## config.mk

```make
export PLATFORM = sky130hd
export DESIGN_NAME = err_demodulator
export DESIGN_NICKNAME = d
export VERILOG_FILES = /design/src/rtl/err_demodulator.sv
export SDC_FILE = /design/constraint.sdc
export NUM_CORES = 1
export LEC_CHECK = 0
export CAP_MARGIN = 20
export CORE_UTILIZATION = 29
export DETAILED_ROUTE_END_ITERATION = 8
export HOLD_SLACK_MARGIN = 0.06
export PLACE_DENSITY = 0.54
export SLEW_MARGIN = 20
export SYNTH_ARGS = -nofsm -noshare
export SYNTH_HDL_FRONTEND = slang
export SYNTH_SLANG_ARGS = --single-unit
```

## constraint.sdc

```tcl
create_clock -name i_clk -period 20.8 [get_ports i_clk]
set_input_delay 4.16 -clock i_clk [delete_from_list [all_inputs] [get_ports i_clk]]
set_output_delay 4.16 -clock i_clk [all_outputs]
set_load 0.005 [all_outputs]
```

## src/rtl/err_demodulator.sv

```systemverilog
// Square-wave modulation driver and synchronous error demodulator for the gyro loop.
// Each period emits (sum_hi - sum_lo) >>> avg_sel, optionally negated, with a one-cycle strobe.
module err_demodulator #(
    parameter int unsigned ADC_W = 14,
    parameter int unsigned ERR_W = 32,
    parameter int unsigned CNT_W = 32
) (
    input  logic                    i_clk,
    input  logic                    i_rst_n,
    input  logic                    i_en,
    input  logic signed [ADC_W-1:0] i_adc,
    input  logic [CNT_W-1:0]        i_half_cnt,
    input  logic [CNT_W-1:0]        i_wait_cnt,
    input  logic [3:0]              i_avg_sel,
    input  logic                    i_polarity,
    output logic                    o_mod,
    output logic signed [ERR_W-1:0] o_err,
    output logic                    o_err_valid,
    output logic [1:0]              o_cstate
);
    localparam int unsigned ACC_W = ADC_W + 16;

    typedef enum logic [1:0] {
        StIdle = 2'd0,
        StWait = 2'd1,
        StAcc  = 2'd2,
        StHold = 2'd3
    } state_e;

    state_e                  r_state;
    logic                    r_mod;
    logic [CNT_W-1:0]        r_ph;
    logic [CNT_W-1:0]        r_half;
    logic [CNT_W-1:0]        r_wait;
    logic [3:0]              r_avg;
    logic                    r_pol;
    logic [15:0]             r_cnt;
    logic signed [ACC_W-1:0] r_acc_hi;
    logic signed [ACC_W-1:0] r_acc_lo;
    logic signed [ERR_W-1:0] r_err;
    logic                    r_err_valid;

    logic [CNT_W-1:0]        w_half_in;
    logic signed [ACC_W-1:0] w_adc_ext;
    logic                    w_smp;
    logic signed [ACC_W-1:0] w_acc_hi_nx;
    logic signed [ACC_W-1:0] w_acc_lo_nx;
    logic signed [ACC_W-1:0] w_diff;
    logic signed [ACC_W-1:0] w_shift;
    logic signed [ERR_W-1:0] w_err_raw;
    logic signed [ERR_W-1:0] w_err_nx;
    logic                    w_half_end;
    logic                    w_wait_end;
    logic [15:0]             w_n_last;

    assign w_half_in   = (i_half_cnt < CNT_W'(4)) ? CNT_W'(4) : i_half_cnt;
    assign w_adc_ext   = ACC_W'(i_adc);
    assign w_smp       = (r_state == StAcc);
    // The half-end sample still belongs to the ending half, so fold it in combinationally.
    assign w_acc_hi_nx = r_acc_hi + ((w_smp && r_mod) ? w_adc_ext : '0);
    assign w_acc_lo_nx = r_acc_lo + ((w_smp && !r_mod) ? w_adc_ext : '0);
    assign w_diff      = w_acc_hi_nx - w_acc_lo_nx;
    assign w_shift     = w_diff >>> r_avg;
    assign w_err_raw   = ERR_W'(w_shift);
    assign w_err_nx    = r_pol ? -w_err_raw : w_err_raw;
    assign w_half_end  = (r_ph == r_half - CNT_W'(1));
    assign w_wait_end  = (r_ph == r_wait - CNT_W'(1));
    assign w_n_last    = (16'd1 << r_avg) - 16'd1;

    always_ff @(posedge i_clk or negedge i_rst_n) begin
        if (!i_rst_n) begin
            r_state     <= StIdle;
            r_mod       <= 1'b0;
            r_ph        <= '0;
            r_half      <= '0;
            r_wait      <= '0;
            r_avg       <= '0;
            r_pol       <= 1'b0;
            r_cnt       <= '0;
            r_acc_hi    <= '0;
            r_acc_lo    <= '0;
            r_err       <= '0;
            r_err_valid <= 1'b0;
        end else begin
            r_err_valid <= 1'b0;
            if (r_state == StIdle) begin
                r_mod    <= 1'b0;
                r_ph     <= '0;
                r_cnt    <= '0;
                r_acc_hi <= '0;
                r_acc_lo <= '0;
                r_half   <= w_half_in;
                r_wait   <= i_wait_cnt;
                r_avg    <= i_avg_sel;
                r_pol    <= i_polarity;
                if (i_en) begin
                    r_mod   <= 1'b1;
                    r_state <= (i_wait_cnt == '0) ? StAcc : StWait;
                end
            end else if (!i_en) begin
                // Partial period is discarded; o_err keeps its last value.
                r_state  <= StIdle;
                r_mod    <= 1'b0;
                r_ph     <= '0;
                r_cnt    <= '0;
                r_acc_hi <= '0;
                r_acc_lo <= '0;
            end else if (w_half_end) begin
                r_mod <= ~r_mod;
                r_ph  <= '0;
                r_cnt <= '0;
                if (r_mod) begin
                    r_acc_hi <= w_acc_hi_nx;
                    r_state  <= (r_wait == '0) ? StAcc : StWait;
                end else begin
                    r_err       <= w_err_nx;
                    r_err_valid <= 1'b1;
                    r_acc_hi    <= '0;
                    r_acc_lo    <= '0;
                    r_half      <= w_half_in;
                    r_wait      <= i_wait_cnt;
                    r_avg       <= i_avg_sel;
                    r_pol       <= i_polarity;
                    r_state     <= (i_wait_cnt == '0) ? StAcc : StWait;
                end
            end else begin
                r_ph <= r_ph + CNT_W'(1);
                unique case (r_state)
                    StWait: begin
                        if (w_wait_end) r_state <= StAcc;
                    end
                    StAcc: begin
                        r_acc_hi <= w_acc_hi_nx;
                        r_acc_lo <= w_acc_lo_nx;
                        r_cnt    <= r_cnt + 16'd1;
                        if (r_cnt == w_n_last) r_state <= StHold;
                    end
                    default: ;
                endcase
            end
        end
    end

    assign o_mod       = r_mod;
    assign o_err       = r_err;
    assign o_err_valid = r_err_valid;
    assign o_cstate    = r_state;

endmodule

```

==> results.yml <==
critical_path:
  cp_common_cell: "a21oi_1"
  r2r_start: "o_cstate[0]"
  reg2reg_depth: 34
  cp.depth: 33
  path_delay_family: "compound AO/OA/AOI/OAI gates"
  endpoint: "o_err[28]"
  cp-startpoint: "i_adc[0]"
  cp.buffers_inverters: 2
  cp_slowest_cell: "or4_1"
  cp-start-kind: "input pin"
  r2r_end: "o_err[28]"
  crit_arrival_ns: 12.44
  cp.required_ns: 21.27
  critPathMaxStageDelay_ns: 0.61
  worstPathMaxFanout: 10
  ff2ff_setup_slack_ns: 11.51
  cp-end-kind: "register"
  path_class: "in -> reg"
floorplanning:
  core-area_um2: 64600
  die_h_um: 258
  die-area_um2: 66600
  rows: 93
  die_w_um: 258
  start_util_pct: 29.4
  ios: 122
layout:
  nNetsFinal: 2499
  finalNonFillerCells: 3223
  multi_input_comb_area_um2: 12900
  final_cell_mix: "212 x dfrtp_1, 210 x nand2_1, 206 x nor2_1"
  insertedDiodeCount: 0
  final_common_cell: "dfrtp_1"
  area_growth_pct: 14.8
  ff_latch_area_um2: 5330
  drive_gt1_share_pct: 8.36
  nFillCells: 6768
clocking:
  cts-resized-gates: 0
  clock_latency_ns: 0.59
  numCtsBuffers: 28
  hold_buffers: 0
  htreeDepth: 1
  cts_setup_buffers: 0
  cts_root_buf: "clkbuf_16"
  cts.sinks: 213
  path_clk_slew_ns: 0.06
  clock_path_buffers: 3
  tritoncts: "done"
grt:
  antenna_found_initial: 2
  grt-ovfl-total: 0
  grtUsageTotal_pct: 17.9
  grt_pass1_vias: 17321
  grt_max_degree: 86
  grt_pass1_wl_um: 96700
synth:
  synth_xor_area_share_pct: 11.3
  async_flop_share_pct: 100
  synth_area_um2: 19000
  synth_edf_count: 0
  syn_inst: 2326
  yosys-top-cells-area: "dfrtp_1 28%, xnor2_1 7.1%, mux2_2 5.2%"
  synth_top_flop_cell: "dfrtp_1"
  ys_types: 101
  yosysTopAreaCell: "dfrtp_1"
  ys_ff_latch: 213
  synth_top_family_by_area: "simple AND/OR/NAND/NOR gates"
  synth.area.mux_share_pct: 6.93
  postSynthAreaPerCell_um2: 8.17
  synth_fa_ha_area_share_pct: 4.50
  synth-simple-area-share_pct: 22.9
  ys_seq_area_share_pct: 28.0
  synth-compound-area-share_pct: 22.4
  synth_top_cell_area_share_pct: 28.0
  synth_nets: 2476
  synth_warnings: 0
place:
  io_buffer_count: 121
  dp.cells: 3174
  gp_congestion: 0.904
  dpl_worst_slack_ns: 8.34
  hpwl_um: 46300
timing:
  tns_ns: 0
  timing.slew.headroom_pct: 32.0
  post-route-period-util_pct: 57.5
  finalSetupViolCount: 0
  layout_setup_ws_ns: 8.83
  drv_slew: 0
  max_freq_mhz: 83.6
  worstMarginPinSlew_ns: 1.02
  finalHoldViolations: 0
  skew_ns: 0.0119
  rsz0062_at_grt: "no"
  post-route-min-period_ns: 11.97
pwr:
  seqPwrFrac_pct: 19.9
  power.switching_mw: 1.45
  pwr-share-clk_pct: 16.7
  p_leak_nw: 8.64
  ir_worst_vdd_uv: 75.3
  power.internal_mw: 1.50
  p_comb_share_pct: 63.4
  swShare_pct: 49.1
  p_per_area_nw_per_um2: 135
drt:
  dr.pass1.iters: 6
  drt_iter0_drc: 1237
  wirelength_um: 60800
  vias_per_cell: 5.56
  vias: 17927
  ant_nets: 0
  drc: 0
  wire_per_inst_um: 18.9
job:
  timing.max_cap.violations: 0
outcome:
  outcome: "finished clean"
hold_path:
  min_path_type: "reg -> reg"
## registers in the layout (all words and copies together) (netlist names)
register	count
o_cstate	2
o_err	32
o_err_valid	1
o_mod	1
r_acc_hi	30
r_acc_lo	30
r_avg	4
r_cnt	16
r_half	32
r_ph	32
r_pol	1
r_wait	32
## Yosys cell counts, types with 9 or more instances
| master | number |
|---|---|
| a211oi_1 | 21 |
| a21o_1 | 32 |
| a21oi_1 | 113 |
| a22o_1 | 31 |
| a22oi_1 | 15 |
| a31oi_1 | 23 |
| and2_1 | 40 |
| and3_1 | 35 |
| and4_1 | 9 |
| buf_1 | 19 |
| buf_2 | 11 |
| clkbuf_1 | 114 |
| dfrtp_1 | 213 |
| ha_1 | 61 |
| inv_1 | 47 |
| mux2_2 | 87 |
| mux2i_1 | 18 |
| nand2_1 | 210 |
| nand2b_1 | 26 |
| nand3_1 | 89 |
| nand4_1 | 35 |
| nor2_1 | 207 |
| nor2b_1 | 14 |
| nor3_1 | 65 |
| nor4_1 | 51 |
| o2111ai_1 | 9 |
| o211ai_1 | 21 |
| o21a_1 | 22 |
| o21ai_0 | 142 |
| o21ai_1 | 13 |
| o22ai_1 | 10 |
| o31ai_1 | 48 |
| or3_1 | 28 |
| or4_1 | 20 |
| xnor2_1 | 153 |
| xor2_1 | 87 |
## area by class of cell
cell class                 instances  area share, %
inverter                          49          0.843
clock inverter                    12          0.631
multi-input combinational       1916           59.3
timing repair buffer             141           6.26
sequential                       213           24.4
clock buffer                      37           3.64
tap                              855           4.90
## worst min path at each step
stage                     start          end  slack [ns]  cells after the start
floorplan             r_cnt[15]    r_cnt[15]        0.44                      1
global placement       o_err[2]     o_err[2]        0.47                      2
detailed placement     o_err[4]     o_err[4]        0.47                      2
CTS                    o_err[4]     o_err[4]        0.48                      2
global route        r_acc_lo[3]  r_acc_lo[3]        0.51                      2
finish                 o_err[4]     o_err[4]        0.47                      2
## cell families after synthesis
group	after synthesis
flip-flops	213
multiplexers	112
AND/OR/NAND/NOR	873
buffers and inverters	197
AO/OA/AOI/OAI	622
adder cells (fa/ha/maj)	67
XOR/XNOR	242
## tightest hold or removal path, stage by stage (launching register included)
cell	delay (ns)
dfrtp_1	0.34
nand2_1	0.04
o21ai_0	0.06
## per-stage QoR
step                utilization [%]  instance area [µm²]  hold slack, ns  power [mW]
floorplan                         -                19000           0.439        1.95
global placement               32.3                20900           0.465        2.41
detailed placement             32.3                20900           0.470        2.43
CTS                            33.8                21800           0.482        2.95
global route                   33.8                21800           0.507        3.17
finish                         33.8                21800           0.474        2.95
## layer usage
layer	up-vias	track usage, %	part of all wire [%]
li1	8635	-	-
met1	8714	22.4	43
met2	450	31.6	49
met3	124	2.62	4.7
met4	4	5.33	3.3
met5	-	0	0.038
## power by group through the flow
stage                     clock network, mW  registers, mW  logic [mW]
after floorplan                           0          0.553        1.39
after global placement                    0          0.587        1.83
after detailed placement                  0          0.591        1.84
after CTS                             0.509          0.584        1.85
after global routing                  0.526          0.599        2.04
final                                 0.494          0.585        1.87
No activity file was read; power rests on OpenSTA's default activity.
